--- src/rtl/led_chaser_pkg.sv ---
// Shared constants for the LED chaser: mode encodings and ping-pong direction.
package led_chaser_pkg;

  localparam logic [1:0] MODE_ROT_UP   = 2'b00;
  localparam logic [1:0] MODE_ROT_DN   = 2'b01;
  localparam logic [1:0] MODE_PINGPONG = 2'b10;
  localparam logic [1:0] MODE_HOLD     = 2'b11;

  localparam logic DIR_UP = 1'b0;
  localparam logic DIR_DN = 1'b1;

endpackage

--- src/rtl/led_prescaler.sv ---
// Step-rate prescaler: counts enabled cycles and raises tick in the last
// cycle of each TICK_CYCLES-long period. Disabling freezes the count, so a
// paused period resumes with whatever count remained.
module led_prescaler #(
  parameter int TICK_CYCLES = 12_500_000,
  parameter int CNT_W       = 25
) (
  input  logic clk,
  input  logic rst,
  input  logic en,
  output logic tick
);

  localparam logic [CNT_W-1:0] LAST = CNT_W'(TICK_CYCLES - 1);

  logic [CNT_W-1:0] cnt;

  // tick is qualified by en so dropping en in the terminal cycle skips the step.
  assign tick = en && (cnt == LAST);

  // Period counter: wraps to zero on tick, holds while disabled.
  always_ff @(posedge clk or negedge rst) begin
    // NOTE: registers use non-blocking (<=) so every flop samples pre-edge values.
    if (!rst) begin
      cnt <= '0;
    end else if (en) begin
      cnt <= tick ? '0 : cnt + CNT_W'(1);
    end
  end

endmodule

--- src/rtl/led_chaser.sv ---
// Parametrised LED sequencer: one-hot LED drive stepping on a programmable
// tick in rotate-up, rotate-down, ping-pong or hold mode.
// Optional build macro LED_CHASER_PWM_EN adds a duty input and an 8-bit
// free-running PWM counter that gates the lit LED.
module led_chaser
  import led_chaser_pkg::*;
#(
  parameter int NUM_LEDS    = 4,
  parameter int TICK_CYCLES = 12_500_000,
  parameter int CNT_W       = 25,
  parameter int IDX_W       = 2
) (
  input  logic                clk,
  input  logic                rst,
  input  logic                en,
  input  logic [1:0]          mode,
`ifdef LED_CHASER_PWM_EN
  input  logic [7:0]          duty,
`endif
  output logic [NUM_LEDS-1:0] led,
  output logic [IDX_W-1:0]    led_idx,
  output logic                step_pulse
);

  localparam logic [IDX_W-1:0]    IDX_ZERO = '0;
  localparam logic [IDX_W-1:0]    IDX_ONE  = IDX_W'(1);
  localparam logic [IDX_W-1:0]    IDX_LAST = IDX_W'(NUM_LEDS - 1);
  localparam logic [NUM_LEDS-1:0] LED_ONE  = NUM_LEDS'(1);

  logic             tick;
  logic             dir;
  logic             nxt_dir;
  logic [IDX_W-1:0] nxt_idx;
  logic [NUM_LEDS-1:0] onehot;

  led_prescaler #(
    .TICK_CYCLES (TICK_CYCLES),
    .CNT_W       (CNT_W)
  ) u_prescaler (
    .clk  (clk),
    .rst  (rst),
    .en   (en),
    .tick (tick)
  );

  // Next index/direction for the current mode; only consumed on a tick, so
  // mode is effectively sampled in tick cycles only.
  always_comb begin
    // NOTE: defaults first so every path assigns both outputs and no latch is inferred.
    nxt_idx = led_idx;
    nxt_dir = dir;
    case (mode)
      MODE_ROT_UP: begin
        nxt_idx = (led_idx == IDX_LAST) ? IDX_ZERO : led_idx + IDX_ONE;
        nxt_dir = DIR_UP;
      end
      MODE_ROT_DN: begin
        nxt_idx = (led_idx == IDX_ZERO) ? IDX_LAST : led_idx - IDX_ONE;
        nxt_dir = DIR_DN;
      end
      MODE_PINGPONG: begin
        if (dir == DIR_UP) begin
          if (led_idx == IDX_LAST) begin
            nxt_idx = led_idx - IDX_ONE;
            nxt_dir = DIR_DN;
          end else begin
            nxt_idx = led_idx + IDX_ONE;
          end
        end else begin
          if (led_idx == IDX_ZERO) begin
            nxt_idx = IDX_ONE;
            nxt_dir = DIR_UP;
          end else begin
            nxt_idx = led_idx - IDX_ONE;
          end
        end
      end
      default: ;
    endcase
    // A single LED has nowhere to move; pin the index so it stays in range.
    if (NUM_LEDS == 1) nxt_idx = IDX_ZERO;
  end

  // Index, direction and step strobe registers.
  always_ff @(posedge clk or negedge rst) begin
    if (!rst) begin
      led_idx    <= IDX_ZERO;
      dir        <= DIR_UP;
      step_pulse <= 1'b0;
    end else begin
      step_pulse <= tick && (mode != MODE_HOLD);
      if (tick) begin
        led_idx <= nxt_idx;
        dir     <= nxt_dir;
      end
    end
  end

  // One-hot decode straight from the index register.
  assign onehot = LED_ONE << led_idx;

`ifdef LED_CHASER_PWM_EN
  logic [7:0] pwm_cnt;

  // Free-running PWM phase counter, independent of en.
  always_ff @(posedge clk or negedge rst) begin
    if (!rst) pwm_cnt <= 8'd0;
    else      pwm_cnt <= pwm_cnt + 8'd1;
  end

  assign led = onehot & {NUM_LEDS{pwm_cnt < duty}};
`else
  assign led = onehot;
`endif

endmodule

--- config.mk ---
export PLATFORM = sky130hd
export DESIGN_NAME = led_chaser
export DESIGN_NICKNAME = d
export VERILOG_FILES = /design/src/rtl/led_chaser_pkg.sv /design/src/rtl/led_prescaler.sv /design/src/rtl/led_chaser.sv
export SDC_FILE = /design/constraint.sdc
export NUM_CORES = 1
export LEC_CHECK = 0
export ABC_AREA = 1
export CAP_MARGIN = 30
export CORE_ASPECT_RATIO = 0.8
export CORE_MARGIN = 2
export CORE_UTILIZATION = 40
export DETAILED_ROUTE_END_ITERATION = 7
export HOLD_SLACK_MARGIN = 0.08
export PLACE_DENSITY = 0.63
export REMOVE_ABC_BUFFERS = 1
export SLEW_MARGIN = 10
export SYNTH_ARGS = -nofsm -noshare
export SYNTH_HDL_FRONTEND = slang
export SYNTH_SLANG_ARGS = --single-unit
--- constraint.sdc ---
create_clock -name clk -period 1.8 [get_ports clk]
set_input_delay 0.18 -clock clk [delete_from_list [all_inputs] [get_ports clk]]
set_output_delay 0.18 -clock clk [all_outputs]
set_load 0.01 [all_outputs]
==> results of run 1 <==
## area by class of cell
cell class                 count  area (µm²)  area share [%]
multi-input combinational    206        1130           48.71
clock buffer                   7       86.33           3.722
timing repair buffer          14       131.4           5.663
tap                           62       77.57           3.344
inverter                      45       168.9           7.282
sequential                    29       725.7           31.28
## sequential cells by signal, summed over array words and instances, names as in the netlist
| signal | count |
|---|---|
| dir | 1 |
| led_idx | 2 |
| step_pulse | 1 |
| u_prescaler.cnt | 25 |
## routing by layer
layer | up-vias | wire [µm] | part of all wire [%]
li1 | 905 | - | -
met1 | 771 | 2150 | 51
met2 | 34 | 1813 | 43
met3 | 6 | 185 | 4.4
met4 | 0 | 42 | 1.0
met5 | - | 0 | 0
## timing repair
action | CTS | global route
gates resized for setup | 1 | 0
hold buffers | 0 | 0
buffers inserted | 0 | 0
setup endpoints to repair | 1 | 0
## logic make-up (layout without fill, tap and decap cells)
logic type,after synthesis,in the layout
AOI/OAI and AO/OA,20,20
xor gates and xnor gates,5,5
adders and majority gates,9,9
buffers and inverters,47,66
DFF,29,29
and+or+nand+nor,172,172
## worst max-delay path, delay by kind of cell, from the launching register on
kind | cells | cell delay (ps)
fa+ha+maj | 1 | 160
flops | 1 | 430
buf+inv | 2 | 660
## cell usage after synthesis (all sizes together)
master	number	share of area [%]
nand3	27	9.5
o21ai	7	1.9
clkinv	1	0.18
and3	1	0.31
o21bai	1	0.55
nand4	5	1.5
a21oi	10	2.5
xor2	5	2.2
nor2	58	14
nand2	79	15
dfrtp	29	36
nand3b	2	1.4
ha	9	5.5
inv	44	8.1
buf	2	0.49
o211ai	2	0.74
## power by group through the flow
stage / combinational [mW] / clock [mW] / sequential, mW
after floorplan: 0.276 / 0 / 0.830
after global placement: 0.349 / 0 / 0.855
after detailed placement: 0.352 / 0 / 0.856
after CTS: 0.354 / 0.557 / 0.844
after global routing: 0.403 / 0.584 / 0.859
final: 0.347 / 0.547 / 0.844
## worst max-delay path by stage
stage | endpoint | slack (ps) | depth (start not counted)
2_1_floorplan | u_prescaler.cnt[18] | 450 | 8
3_3_place_gp | led_idx[0] | 40 | 8
3_5_place_dp | led_idx[0] | 30 | 8
4_1_cts | led[2] | 90 | 3
5_1_grt | led[2] | 10 | 3
6_report | led[2] | 100 | 3
==> impl_metrics.json, run 1 <==
{
  "synthMuxAreaShare_pct": 0,
  "final_common_cell": "nand2_1",
  "clock_sinks": 29,
  "grt_max_degree": 30,
  "worstPathCellList": "inv_1 > ha_1 > clkdlybuf4s50_1",
  "synthXorXnorAreaFrac_pct": 2.153,
  "status": "completed",
  "crit_type": "flip-flop to output port",
  "synth-warning-count": 0,
  "endpoint_kind": "output port",
  "setup_ws_ps": 99.20,
  "slew_headroom_pct": 74.24,
  "vias": 1716,
  "drive_above_1_share_pct": 13.95,
  "area_delta_synth_final_pct": 14.02,
  "gr-usage-met1_pct": 22.72,
  "nNetsFinal": 315,
  "rsz0062_at_grt": "no",
  "synthesis.instances": 282,
  "grt_pass1_wl_mm": 7.603,
  "synth-compound-area-share_pct": 5.658,
  "post-route-util_pct": 46.87,
  "grt_overflow": 0,
  "min_period_over_period_pct": 94.49,
  "synthAdderAreaFrac_pct": 5.535,
  "whs_ps": 283.1,
  "slew_viol_final": 0,
  "top_usage_layer": "met2",
  "finalSetupViolCount": 0,
  "postPlaceCellArea_mm2": 0.002235,
  "hpwl_mm": 3.223,
  "hp-class": "input port to async pin",
  "place_congestion": 0.8542,
  "hold_viol_final": 0,
  "grtUsageTotal_pct": 16.94,
  "synth_seq_cells": 29,
  "pre_cts_slack_ps": 33.92,
  "wl_per_cell_um": 11.55,
  "critPathSlowestCell": "clkdlybuf4s50_1",
  "rows": 23,
  "numCtsBuffers": 5,
  "leakagePower_nw": 1.187,
  "insertion_delay_ps": 280,
  "worstMarginPinSlew_ps": 386.4,
  "place.port_buffers": 11,
  "critPathMaxStageDelay_ps": 520,
  "antenna_found_initial": 0,
  "combPwrFrac_pct": 20.0,
  "max_freq_mhz": 588.0,
  "clk_transition_reported_paths_ps": 60,
  "p_sw_uw": 577.3,
  "drt_iter0_markers": 98,
  "fillers": 502,
  "die_area_mm2": 0.005676,
  "yosysSeqAreaShare_pct": 35.67,
  "crit_fanout": 5,
  "grt_pass1_vias": 1664,
  "p_clk_share_pct": 31.5,
  "maxCapViolCount": 0,
  "p_sw_share_pct": 33.23,
  "drc_errors": 0,
  "period_needed_ps": 1701,
  "worstPathRequired_ps": 1620,
  "final.setup_skew_ps": 6.089,
  "io_pins": 12,
  "fin_cells": 363,
  "arrival_ps": 1520,
  "vdd_drop_max_mv": 0.3485,
  "pwr_density_cell_mw_per_mm2": 749.0,
  "viasPerCell": 4.727,
  "rrSetupSlack_ps": 270,
  "finalPower_mw": 1.738,
  "die_h_um": 67.79,
  "place_inst": 356,
  "r2r_end": "u_prescaler.cnt[20]",
  "syn_area_mm2": 0.002034,
  "postRouteAntennaNets": 0,
  "drt-total-wl_mm": 4.192,
  "syn_avg_cell_area_um2": 7.214,
  "gr-usage-met3_pct": 3.423,
  "antennaDiodeCount": 0,
  "cp-start-kind": "flip-flop",
  "dr.pass1.iters": 4,
  "cts_tree": "done",
  "synthSimpleGateAreaFrac_pct": 42.19,
  "reg2reg_from": "u_prescaler.cnt[0]",
  "gr-usage-met2_pct": 28.20,
  "h-tree-depth": 2,
  "cts.path.max_buffers": 2,
  "stdcell_area_mm2": 0.002320,
  "tns_ps": 0,
  "cts_root_buf": "clkbuf_8",
  "die_x_um": 83.74,
  "core_area_mm2": 0.004950,
  "synth_top_family_by_area": "simple AND/OR/NAND/NOR gates",
  "synth.distinct_cells": 26,
  "p_int_mw": 1.160,
  "seq_power_share_pct": 48.6,
  "worstRegToRegCells": 8,
  "layout_common_cells": "nand2_1, nor2_1, inv_1, dfrtp_1, nand3_1",
  "initial_core_util_pct": 41.10,
  "cp-startpoint": "led_idx[0]"
}
(Power assumes the default switching activity.)
==> run 2: changes to the inputs <==
- REMOVE_ABC_BUFFERS: 1 -> unset
==> run 2 against run 1 <==
Compared with the run above: sequential share of layout area fell by 0.24 points; critical endpoint unchanged; clock power barely moved; clock-buffer cell count fell by 2; setup slack improved by 14 ps; non-clock buffer count rose by 2; cell area rose by 1.1%; first-iteration DRC count fell by 6.1%; sequential power barely moved; via count rose by 2.4%; final cell count rose by 0.83%; critical path depth did not move.
==> impl_metrics.json, run 2 (synthesis results as in run 1) <==
{
  "grtUsageTotal_pct": 17.28,
  "seq_power_share_pct": 48.8,
  "slew_viol_final": 0,
  "synth_fp_nets": 296,
  "grt_overflow": 0,
  "reg_top3": "u_prescaler.cnt x25, led_idx x2",
  "critPathMaxStageDelay_ps": 520,
  "core_area_mm2": 0.004950,
  "viasPerCell": 4.803,
  "cts_root_buf": "clkbuf_8",
  "p_sw_uw": 614.5,
  "drc_errors": 0,
  "antenna_found_initial": 0,
  "p_clk_share_pct": 31.4,
  "hp-class": "input port to async pin",
  "p_sw_share_pct": 35.37,
  "finalPower_mw": 1.737,
  "place.port_buffers": 11,
  "p_int_mw": 1.123,
  "cts_hold_buf": 0,
  "max_freq_mhz": 592.8,
  "insertion_delay_ps": 290,
  "die_area_mm2": 0.005676,
  "finalSetupViolCount": 0,
  "crit_end": "led[2]",
  "arrival_ps": 1510,
  "crit_type": "flip-flop to output port",
  "cp-startpoint": "led_idx[0]",
  "cts.path.max_buffers": 2,
  "status": "completed",
  "largest_register_ffs": 25,
  "pre_cts_slack_ps": 78.53,
  "vdd_drop_max_mv": 0.5163,
  "slew_headroom_pct": 75.28,
  "numCtsBuffers": 5,
  "post-route-util_pct": 47.40,
  "reg2reg_from": "u_prescaler.cnt[0]",
  "h-tree-depth": 2,
  "die_x_um": 83.74,
  "wl_per_cell_um": 11.80,
  "worstPathCellList": "inv_2 > ha_1 > clkdlybuf4s50_1",
  "min_period_over_period_pct": 93.71,
  "combPwrFrac_pct": 19.8,
  "leakagePower_nw": 1.214,
  "area_delta_synth_final_pct": 15.31,
  "crit_fanout": 7,
  "die_h_um": 67.79,
  "nNetsFinal": 317,
  "dr.pass1.iters": 5,
  "postRouteAntennaNets": 0,
  "clock_sinks": 29,
  "initial_core_util_pct": 41.10,
  "rsz0062_at_grt": "no",
  "drt-total-wl_mm": 4.318,
  "path_depth": 3,
  "largest_register": "u_prescaler.cnt",
  "grt_max_degree": 30,
  "final.setup_skew_ps": 5.776,
  "endpoint_kind": "output port",
  "worstRegToRegCells": 8,
  "layout_common_cells": "nand2_1, nor2_1, inv_1, dfrtp_1, nand3_1",
  "pwr_density_cell_mw_per_mm2": 740.6,
  "r2r_end": "u_prescaler.cnt[11]",
  "hpwl_mm": 3.202,
  "rows": 23,
  "clk_transition_reported_paths_ps": 70,
  "setup_ws_ps": 113.2,
  "worstMarginPinSlew_ps": 370.8,
  "fillers": 511,
  "cts_tree": "done",
  "critPathSlowestCell": "clkdlybuf4s50_1",
  "critPathTopFamily": "buffers and inverters",
  "tns_ps": 0,
  "io_pins": 12,
  "drive_above_1_share_pct": 16.45,
  "grt_pass1_vias": 1669,
  "cp-start-kind": "flip-flop",
  "antennaDiodeCount": 0,
  "grt_pass1_wl_mm": 7.624,
  "drt_iter0_markers": 92,
  "rrSetupSlack_ps": 290,
  "place_congestion": 0.8641,
  "worstPathRequired_ps": 1620,
  "hold_viol_final": 0,
  "period_needed_ps": 1687,
  "cp.buffers_inverters": 2,
  "vias": 1758,
  "maxCapViolCount": 0,
  "final_common_cell": "nand2_1"
}
## run 2: worst min path at each step
stage	startpoint	endpoint	slack, ps	depth (start not counted)
3_3_place_gp	u_prescaler.cnt[1]	u_prescaler.cnt[1]	510	2
6_report	rst	u_prescaler.cnt[14]	270	2
2_1_floorplan	rst	dir	-120	0
3_5_place_dp	u_prescaler.cnt[1]	u_prescaler.cnt[1]	520	2
5_1_grt	rst	u_prescaler.cnt[1]	320	2
4_1_cts	rst	u_prescaler.cnt[14]	290	2
## run 2: power groups by stage
| stage | logic, mW | registers, mW | clock network [mW] |
|---|---|---|---|
| after floorplan | 0.283 | 0.830 | 0 |
| after global placement | 0.345 | 0.857 | 0 |
| after detailed placement | 0.350 | 0.855 | 0 |
| after CTS | 0.350 | 0.846 | 0.552 |
| after global routing | 0.405 | 0.864 | 0.583 |
| final | 0.344 | 0.847 | 0.546 |
## run 2: timing repair
item,CTS,global route
buffers inserted,0,3
gates resized for setup,3,3
setup endpoints to repair,1,1
## run 2: stage by stage
step / instances / instance area (µm²) / hold WS, ps
after global routing: 366 / 2346 / 323.0
after global placement: 355 / 2227 / 508.1
after CTS: 363 / 2317 / 286.5
after floorplan: 282 / 2034 / -115.6
after detailed placement: 355 / 2227 / 517.9
final: 366 / 2346 / 266.1
## run 2: metal layers
| metal | routed length (µm) | track usage [%] |
|---|---|---|
| met2 | 1886 | 27.80 |
| met3 | 172 | 4.890 |
| met1 | 2161 | 22.69 |
| met5 | 0 | 0 |
| met4 | 97 | 5.847 |
## run 2: cell type report
type                            instances  area [µm²]  area share (%)
Tap cell                               62       77.57           3.307
Multi-Input combinational cell        206        1132           48.27
Clock buffer                            5       68.82           2.933
Sequential cell                        29       728.2           31.04
Clock inverter                          3       17.52          0.7467
Inverter                               45       168.9           7.200
Timing Repair Buffer                   16       152.6           6.507
==> run 3: changes to the inputs <==
- SYNTH_HIERARCHICAL: unset -> 1
==> run 3 against run 2 <==
Compared with the run above: critical path depth unchanged; clock power up 50%; via count up 3.2%; clock-buffer cell count unchanged; register-to-register slack worse by 100 ps; synthesized cell count up 2.5%; maximum frequency down 1.1%; combinational power down 15%; final cell count up 3.0%; first-iteration DRC count up 110%; global-route usage up 2.5 points; critical endpoint unchanged; largest cell class unchanged; largest power group is now the clock network.
==> impl_metrics.json, run 3 <==
{
  "synthXorXnorAreaFrac_pct": 3.553,
  "synth_top_cell_area_share_pct": 36.80,
  "final_common_cell": "nand2_1",
  "worstPathRequired_ps": 1620,
  "synthesis.instances": 289,
  "crit_type": "flip-flop to output port",
  "max_freq_mhz": 586.2,
  "synthMuxAreaShare_pct": 0,
  "drc_errors": 0,
  "nNetsFinal": 330,
  "drive_above_1_share_pct": 12.62,
  "area_delta_synth_final_pct": 19.67,
  "synth-async-reset-ratio_pct": 100.0,
  "synth_edf_count": 0,
  "rsz0062_at_grt": "no",
  "synth_top_family_by_area": "simple AND/OR/NAND/NOR gates",
  "hp-class": "input port to async pin",
  "postRouteAntennaNets": 0,
  "finalSetupViolCount": 0,
  "period_needed_ps": 1706,
  "antenna_found_initial": 0,
  "hpwl_mm": 3.466,
  "status": "completed",
  "critPathMaxStageDelay_ps": 530,
  "place.port_buffers": 11,
  "vdd_drop_max_mv": 0.5079,
  "grt_pass1_vias": 1690,
  "place_congestion": 0.8878,
  "syn_avg_cell_area_um2": 6.823,
  "tns_ps": 0,
  "synth_top_area_cell": "dfrtp_1",
  "largest_register_ffs": 25,
  "worstMarginPinSlew_ps": 380.3,
  "synth_fp_nets": 303,
  "synth-warning-count": 6,
  "hold_viol_final": 0,
  "reg_top3": "u_prescaler/cnt x25, led_idx x2",
  "vias": 1815,
  "endpoint_kind": "output port",
  "synth_commonest_cells": "nand2_1, nor2_1, inv_1",
  "h-tree-depth": 2,
  "drt-total-wl_mm": 4.610,
  "place_inst": 369,
  "grt_overflow": 0,
  "critPathSlowestCell": "clkdlybuf4s50_1",
  "arrival_ps": 1530,
  "grt_pass1_wl_mm": 7.990,
  "ys.flop_type": "dfrtp_1",
  "io_pins": 12,
  "critPathTopFamily": "buffers and inverters",
  "min_period_over_period_pct": 94.77,
  "die_x_um": 82.50,
  "insertion_delay_ps": 290,
  "die_area_mm2": 0.005511,
  "syn_area_mm2": 0.001972,
  "layout_common_cells": "nand2_1, nor2_1, inv_1, dfrtp_1, nand3_1",
  "cts_tree": "done",
  "numCtsBuffers": 5,
  "initial_core_util_pct": 42.14,
  "clk_transition_reported_paths_ps": 70,
  "cts_root_buf": "clkbuf_8",
  "fin_cells": 377,
  "post_cts_buffers": 0,
  "yosysMostFrequentCell": "nand2_1",
  "post-route-util_pct": 50.43,
  "maxCapViolCount": 0,
  "core_area_mm2": 0.004679,
  "leakagePower_nw": 1.246,
  "crit_fanout": 6,
  "dr.pass1.iters": 4,
  "synthTopCellsByArea": "dfrtp_1, nand2_1, nor2_1",
  "worstPathCellList": "inv_2 > ha_1 > clkdlybuf4s50_1",
  "cts_hold_buf": 0,
  "cp.buffers_inverters": 2,
  "fillers": 482,
  "grtUsageTotal_pct": 19.78,
  "synth.distinct_cells": 19,
  "pwr_density_cell_mw_per_mm2": 808.8,
  "grt_max_degree": 30,
  "synth_seq_cells": 29,
  "antennaDiodeCount": 0,
  "clock_sinks": 29,
  "viasPerCell": 4.814,
  "slew_viol_final": 0,
  "synth-compound-area-share_pct": 2.411,
  "rows": 22,
  "cts.path.max_buffers": 2,
  "drt_iter0_markers": 197,
  "cp-start-kind": "flip-flop",
  "synthSimpleGateAreaFrac_pct": 42.01,
  "slew_headroom_pct": 74.65,
  "die_h_um": 66.80,
  "wl_per_cell_um": 12.23,
  "final.setup_skew_ps": 6.291,
  "synthAdderAreaFrac_pct": 5.711,
  "yosysSeqAreaShare_pct": 36.80,
  "largest_register": "u_prescaler/cnt"
}
run 3: changes by cell type in the layout (fill, tap and decap cells not counted), sizes merged, moves of 3 or more:
| cell | previous run | this run |
|---|---|---|
| nor2 | 58 | 69 |
| nor3 | 0 | 3 |
| buf | 5 | 11 |
| xor2 | 5 | 8 |
| nand4 | 5 | 12 |
| nand2 | 79 | 83 |
| nand3 | 27 | 19 |
| a21oi | 10 | 4 |
| o21ai | 7 | 4 |
run 3: cells by family after synthesis:
group / after synthesis
adder cells (fa/ha/maj): 9
AND/OR/NAND/NOR: 186
XOR/XNOR: 8
buffers and inverters: 48
flip-flops: 29
AO/OA/AOI/OAI: 9
run 3: worst paths after layout:
kind                               startpoint            endpoint  slack [ps]  cells after the start
setup / recovery                   led_idx[0]              led[2]          90                      3
hold / removal                            rst  u_prescaler/cnt[0]         280                      2
setup reg to reg           u_prescaler/cnt[0]  u_prescaler/cnt[0]         190                      9
hold reg to reg            u_prescaler/cnt[1]  u_prescaler/cnt[1]         530                      2
max in group asynchronous                 rst          led_idx[0]        1220                      2
min in group clk           u_prescaler/cnt[1]  u_prescaler/cnt[1]         530                      2
run 3: layout make-up:
| type | instances | area [µm²] | share of cell area [%] |
|---|---|---|---|
| tap | 60 | 75.07 | 3.181 |
| inverter | 46 | 172.7 | 7.317 |
| sequential | 29 | 728.2 | 30.86 |
| timing repair buffer | 22 | 191.4 | 8.112 |
| multi-input combinational | 212 | 1059 | 44.86 |
| clock inverter | 3 | 65.06 | 2.757 |
| clock buffer | 5 | 68.82 | 2.916 |
run 3: per-stage QoR:
stage | hold WS, ps | total power, mW | setup WS [ps] | cell area, µm²
after global routing | 327.1 | 2.009 | 22.14 | 2360
after floorplan | -115.6 | 1.007 | 231.6 | 1972
after CTS | 292.2 | 1.930 | 71.47 | 2360
after detailed placement | 505.5 | 1.098 | 95.42 | 2225
final | 283.3 | 1.909 | 94.16 | 2360
after global placement | 497.3 | 1.090 | 128.7 | 2225
run 3: power breakdown:
part           leakage [nW]  total [mW]  internal [mW]  switching (mW)
clock                0.0681       0.817          0.550           0.267
combinational         0.829       0.291          0.116           0.175
sequential            0.349       0.801          0.720          0.0818
total                  1.25        1.91           1.38           0.524
run 3: layer usage:
| metal | global-route usage, % | vias to the layer above | share of wire [%] | wire length, µm |
|---|---|---|---|---|
| met5 | 0 | - | 0 | 0 |
| met3 | 4.607 | 8 | 7.4 | 340 |
| met2 | 26.92 | 51 | 39 | 1775 |
| met1 | 29.87 | 817 | 52 | 2419 |
| met4 | 7.377 | 0 | 1.6 | 75 |
| li1 | - | 939 | - | - |
run 3: repair_timing:
item	CTS	global route
setup endpoints to repair	2	1
resized for setup	4	1
cloned	0	0
